### src/rtl/video_timing_pkg.sv
// Shared constants, decoded-output bundle and flip helper for the video timing chain.
// TankBatt default timing lives here so the top and any wrappers agree on one set of numbers.
package video_timing_pkg;

    localparam int CNT_W = 9;

    localparam int DEF_H_TOTAL      = 384;
    localparam int DEF_H_ACTIVE     = 256;
    localparam int DEF_H_SYNC_START = 288;
    localparam int DEF_H_SYNC_END   = 320;
    localparam int DEF_V_TOTAL      = 264;
    localparam int DEF_V_ACTIVE     = 224;
    localparam int DEF_V_SYNC_START = 240;
    localparam int DEF_V_SYNC_END   = 244;

    typedef struct packed {
        logic n_hsync;
        logic n_vsync;
        logic hblank;
        logic vblank;
        logic frame_end;
    } sync_t;

    localparam sync_t SYNC_RESET = '{
        n_hsync:   1'b1,
        n_vsync:   1'b1,
        hblank:    1'b0,
        vblank:    1'b0,
        frame_end: 1'b0
    };

    // Cocktail flip mirrors the low eight bits only; bit 8 keeps the blanking half intact.
    function automatic logic [CNT_W-1:0] flip_cnt(input logic [CNT_W-1:0] c);
        return {c[CNT_W-1], ~c[CNT_W-2:0]};
    endfunction

endpackage

### src/rtl/video_timing_mod_counter.sv
// Modulo-N counter with a registered terminal-count flag (last is high while q == N-1).
// Advances on en; wraps from N-1 to 0.
module mod_counter #(
    parameter int N = 384,
    parameter int W = 9
) (
    input  logic         clk,
    input  logic         n_clr,
    input  logic         en,
    output logic [W-1:0] q,
    output logic         last
);

    localparam logic [W-1:0] LAST_VAL = W'(N - 1);

    logic [W-1:0] q_q, q_d;
    logic         last_q, last_d;

    if (N < 2 || N > (1 << W)) begin : g_bad_n
        $error("mod_counter: N=%0d does not fit 2..2**W", N);
    end

    // NOTE: every always_comb output gets its default first so no path leaves it unassigned (no latch).
    always_comb begin
        q_d = q_q;
        if (en) begin
            q_d = last_q ? '0 : q_q + W'(1);
        end
        last_d = (q_d == LAST_VAL);
    end

    // NOTE: state updates use <= so every flop samples pre-edge values, independent of block order.
    always_ff @(posedge clk) begin
        if (!n_clr) begin
            q_q    <= '0;
            last_q <= 1'b0;
        end else begin
            q_q    <= q_d;
            last_q <= last_d;
        end
    end

    assign q    = q_q;
    assign last = last_q;

endmodule

### src/rtl/video_timing.sv
// Horizontal/vertical timing chain: registered counters, active-low syncs, blanks and end strobes.
// Optional cocktail flip of the reported counters is enabled with VIDEO_TIMING_FLIP_EN.
module video_timing
    import video_timing_pkg::*;
#(
    parameter int H_TOTAL      = DEF_H_TOTAL,
    parameter int H_ACTIVE     = DEF_H_ACTIVE,
    parameter int H_SYNC_START = DEF_H_SYNC_START,
    parameter int H_SYNC_END   = DEF_H_SYNC_END,
    parameter int V_TOTAL      = DEF_V_TOTAL,
    parameter int V_ACTIVE     = DEF_V_ACTIVE,
    parameter int V_SYNC_START = DEF_V_SYNC_START,
    parameter int V_SYNC_END   = DEF_V_SYNC_END
) (
    input  logic             clk,
    input  logic             n_clr,
    input  logic             cen,
`ifdef VIDEO_TIMING_FLIP_EN
    input  logic             flip,
`endif
    output logic [CNT_W-1:0] hcnt,
    output logic [CNT_W-1:0] vcnt,
    output logic             n_hsync,
    output logic             n_vsync,
    output logic             hblank,
    output logic             vblank,
    output logic             line_end,
    output logic             frame_end
);

    if (!(H_ACTIVE < H_SYNC_START && H_SYNC_START < H_SYNC_END &&
          H_SYNC_END <= H_TOTAL && H_TOTAL <= (1 << CNT_W))) begin : g_bad_h
        $error("video_timing: illegal horizontal timing parameters");
    end
    if (!(V_ACTIVE < V_SYNC_START && V_SYNC_START < V_SYNC_END &&
          V_SYNC_END <= V_TOTAL && V_TOTAL <= (1 << CNT_W))) begin : g_bad_v
        $error("video_timing: illegal vertical timing parameters");
    end

    logic [CNT_W-1:0] h_q, v_q;
    logic             h_last, v_last;
    logic             h_wrap, f_wrap;
    logic [CNT_W-1:0] h_nxt, v_nxt;
    sync_t            dec_q, dec_d;

    assign h_wrap = cen & h_last;
    assign f_wrap = h_wrap & v_last;

    mod_counter #(.N(H_TOTAL), .W(CNT_W)) u_hcnt (
        .clk   (clk),
        .n_clr (n_clr),
        .en    (cen),
        .q     (h_q),
        .last  (h_last)
    );

    mod_counter #(.N(V_TOTAL), .W(CNT_W)) u_vcnt (
        .clk   (clk),
        .n_clr (n_clr),
        .en    (h_wrap),
        .q     (v_q),
        .last  (v_last)
    );

    // Decoding the post-edge counter values keeps the registered syncs aligned with hcnt/vcnt.
    always_comb begin
        h_nxt = h_q;
        v_nxt = v_q;
        if (cen) begin
            h_nxt = h_last ? '0 : h_q + CNT_W'(1);
        end
        if (h_wrap) begin
            v_nxt = v_last ? '0 : v_q + CNT_W'(1);
        end

        dec_d           = dec_q;
        dec_d.n_hsync   = !(int'(h_nxt) >= H_SYNC_START && int'(h_nxt) < H_SYNC_END);
        dec_d.n_vsync   = !(int'(v_nxt) >= V_SYNC_START && int'(v_nxt) < V_SYNC_END);
        dec_d.hblank    = int'(h_nxt) >= H_ACTIVE;
        dec_d.vblank    = int'(v_nxt) >= V_ACTIVE;
        dec_d.frame_end = int'(h_nxt) == H_TOTAL - 1 && int'(v_nxt) == V_TOTAL - 1;
    end

    always_ff @(posedge clk) begin
        if (!n_clr) begin
            dec_q <= SYNC_RESET;
        end else begin
            dec_q <= dec_d;
        end
    end

    assign n_hsync   = dec_q.n_hsync;
    assign n_vsync   = dec_q.n_vsync;
    assign hblank    = dec_q.hblank;
    assign vblank    = dec_q.vblank;
    assign frame_end = dec_q.frame_end;
    assign line_end  = h_last;

`ifdef VIDEO_TIMING_FLIP_EN
    logic             flip_q, flip_d;
    logic [CNT_W-1:0] hcnt_q, vcnt_q;

    // A flip request only lands on the frame wrap so a frame is never drawn half-mirrored.
    assign flip_d = f_wrap ? flip : flip_q;

    always_ff @(posedge clk) begin
        if (!n_clr) begin
            flip_q <= 1'b0;
            hcnt_q <= '0;
            vcnt_q <= '0;
        end else begin
            flip_q <= flip_d;
            hcnt_q <= flip_d ? flip_cnt(h_nxt) : h_nxt;
            vcnt_q <= flip_d ? flip_cnt(v_nxt) : v_nxt;
        end
    end

    assign hcnt = hcnt_q;
    assign vcnt = vcnt_q;
`else
    assign hcnt = h_q;
    assign vcnt = v_q;
`endif

endmodule

### config.mk
export PLATFORM = sky130hd
export DESIGN_NAME = video_timing
export DESIGN_NICKNAME = d
export VERILOG_FILES = /design/src/rtl/video_timing_pkg.sv /design/src/rtl/video_timing_mod_counter.sv /design/src/rtl/video_timing.sv
export SDC_FILE = /design/constraint.sdc
export NUM_CORES = 1
export LEC_CHECK = 0
export CAP_MARGIN = 40
export CORE_UTILIZATION = 35
export CTS_CLUSTER_DIAMETER = 30
export CTS_CLUSTER_SIZE = 25
export DETAILED_ROUTE_END_ITERATION = 6
export PLACE_DENSITY_LB_ADDON = 0.08
export SETUP_SLACK_MARGIN = 0.4
export SYNTH_ARGS = -nofsm -noshare
export SYNTH_HDL_FRONTEND = slang
export SYNTH_HIERARCHICAL = 1
export SYNTH_SLANG_ARGS = --single-unit
### constraint.sdc
create_clock -name clk -period 3.27 [get_ports clk]
set_input_delay 0.654 -clock clk [delete_from_list [all_inputs] [get_ports clk]]
set_output_delay 0.654 -clock clk [all_outputs]
set_load 0.005 [all_outputs]
==> results.ini <==
[min_path]
hold_class = reg -> reg

[sta]
finalSetupTns_ns = 0
maxSlewViolCount = 0
hold_viol = 0
fin_crit_ns = 2.384
fmax_mhz = 419.4
max_slew.worst_pin.slew_ns = 0.6243
rsz0062_at_grt = false
skew_ns = 0.001716
relSlewSlack = 0.5832
setup_viol = 0
period_share = 0.7291

[flow_run]
cap_violations = 0

[critical_path]
worstPathArrival_ns = 2.56
end_kind = flip-flop
start_kind = input port
required_ns = 3.44
path_class = in -> reg
path_max_fanout = 16

[clock_network]
cts_tree = built
post_cts_buffers = 0
path_clk_slew_ns = 0.09
cts_buffer_depth = 2
clock_sinks = 25
cts-resized-gates = 0
hold_buffers = 0
numCtsBuffers = 3
cts_root_buf = clkbuf_8
clk_latency_ns = 0.27
htree_levels = 1

[synthesis]
synthArstFlopShare = 0
synth_most_common_cell = dfxtp_1
ys_top_cells_by_count = 25 x dfxtp_1, 24 x nand2_1, 17 x nor2_1
yosys_most_used_dff = dfxtp_1
synth_cells = 207
yosys.area.top_type_share = 0.2952
yosysWarnings = 6
seq_area_frac_synth = 0.2952
synth_nets = 214
netlist_area_um2 = 1695
synth.largest_area_cell = dfxtp_1
synth-seq-cells = 25
postSynthAreaPerCell_um2 = 8.190
synth.distinct_cells = 59
synth_edf_count = 0
synth_area_leaders = dfxtp_1 30%, nand2_1 5.3%, xor2_1 5.2%

[placement]
dp_cells = 281
place_area_um2 = 1989
numPortBuffers = 26
gp_congestion = 0.8403
dp_hpwl_mm = 2.915

[power_and_ir_drop]
ir_worst_vdd_uv = 163.3
power.density_nw_per_um2 = 263.2
leakagePower_nw = 0.6975

[die]
die_w_um = 71.60
rows = 24
start_util = 0.3764
die-area_um2 = 5127
ioPinCount = 27
die_y_um = 71.60
core_area_um2 = 4504

[global_route]
grt_start_max_net_pins = 21
grt_pass1_vias = 1358
gr-total-overflow = 0
antenna_found_initial = 0
globalRouteTotalUtil = 0.1681
grt_pass1_wl_mm = 6.824

[layout]
regArea_um2 = 500.5
fill_cells = 448
synthToLayoutAreaGrowth_pct = 20.22
utilization = 0.4525
stdcell_count = 285
drive_gt1_frac = 0.07725
num_antenna_cells = 0
fin_area_um2 = 2038
multi_input_area_um2 = 1134
fin_nets = 241

[routing]
detail-route-antenna-nets = 0
drt_iter0_drc = 98
drcViolationCount = 0
wire_per_inst_um = 14.77
vias = 1614
viasPerCell = 5.663
first_pass_iters = 4
wirelength_mm = 4.210

[outcome]
status = completed

report_power, final:
group          switching [W]  internal (W)  leakage [nW]
combinational      0.0000166     0.0000140         0.474
sequential        0.00000626      0.000306         0.202
clock               0.000107     0.0000865        0.0217
through the flow:
stage	hold WS (ns)	worst slack, ns	power [W]
final	0.5556	0.8857	0.0005365
after global routing	0.6109	0.6904	0.0005602
after CTS	0.5627	0.8573	0.0005483
after detailed placement	0.5443	0.5718	0.0003507
after global placement	0.5379	0.5819	0.0003508
after floorplan	0.5106	1.088	0.0003360
cell type report:
class	instances	area share
clock inverters	1	0.003683
well taps	52	0.03192
multi-input cells	172	0.5562
flip-flops and latches	25	0.2455
repair buffers	28	0.1351
inverters	4	0.007366
clock buffers	3	0.02026
cell usage in the layout, fill, tap and decap left out, types with 5 or more instances in the layout:
cell type         n
a21oi_1          10
nand3_1          12
o21ai_0          10
dfxtp_1          25
nand2_1          24
nor2_1           17
nor2b_1           8
and2_1            5
xor2_1           10
clkdlybuf4s50_1  26
or3_1             7
path summary, 6_finish.rpt:
| kind | from | end | slack [ns] | cells past startpoint |
|---|---|---|---|---|
| max | cen | u_vcnt/last | 0.89 | 7 |
| min | u_hcnt/q[8] | hblank | 0.56 | 2 |
| max reg2reg | u_hcnt/last | u_vcnt/last | 1.13 | 6 |
| min reg2reg | u_hcnt/q[8] | hblank | 0.56 | 2 |
critical path, cell delays in order:
cell	delay (ns)
clkdlybuf4s50_1	0.48
nand2_1	0.08
inv_1	0.40
nand4_4	0.18
or3_1	0.38
a32oi_1	0.18
and4bb_1	0.20
metal layers:
| metal | up-vias | part of all wire | wire [µm] | global-route usage |
|---|---|---|---|---|
| met5 | - | 0 | 0 | 0 |
| met1 | 768 | 0.53 | 2241 | 0.2663 |
| met2 | 24 | 0.43 | 1831 | 0.2369 |
| met3 | 2 | 0.029 | 120 | 0.03235 |
| li1 | 820 | - | - | - |
| met4 | 0 | 0.0040 | 17 | 0.02614 |
flip-flops by register name, indices dropped and copies added (netlist names):
register and count:
n_vsync 1, vblank 1, frame_end 1, u_hcnt/q 9, u_hcnt/last 1, u_vcnt/last 1
n_hsync 1, u_vcnt/q 9, hblank 1
cells by family (layout without fill, tap and decap cells):
group                    count (synthesis)  after routing  synth area share
AND/OR/NAND/NOR                        108            108            0.3779
AO/OA/AOI/OAI                           44             44            0.1771
flip-flops                              25             25            0.2952
XOR/XNOR                                14             14           0.07232
buffers and inverters                   10             36           0.03615
adder cells (fa/ha/maj)                  4              4           0.02952
multiplexers                             2              2           0.01181
Note: power is estimated with default switching activity, not from simulation.
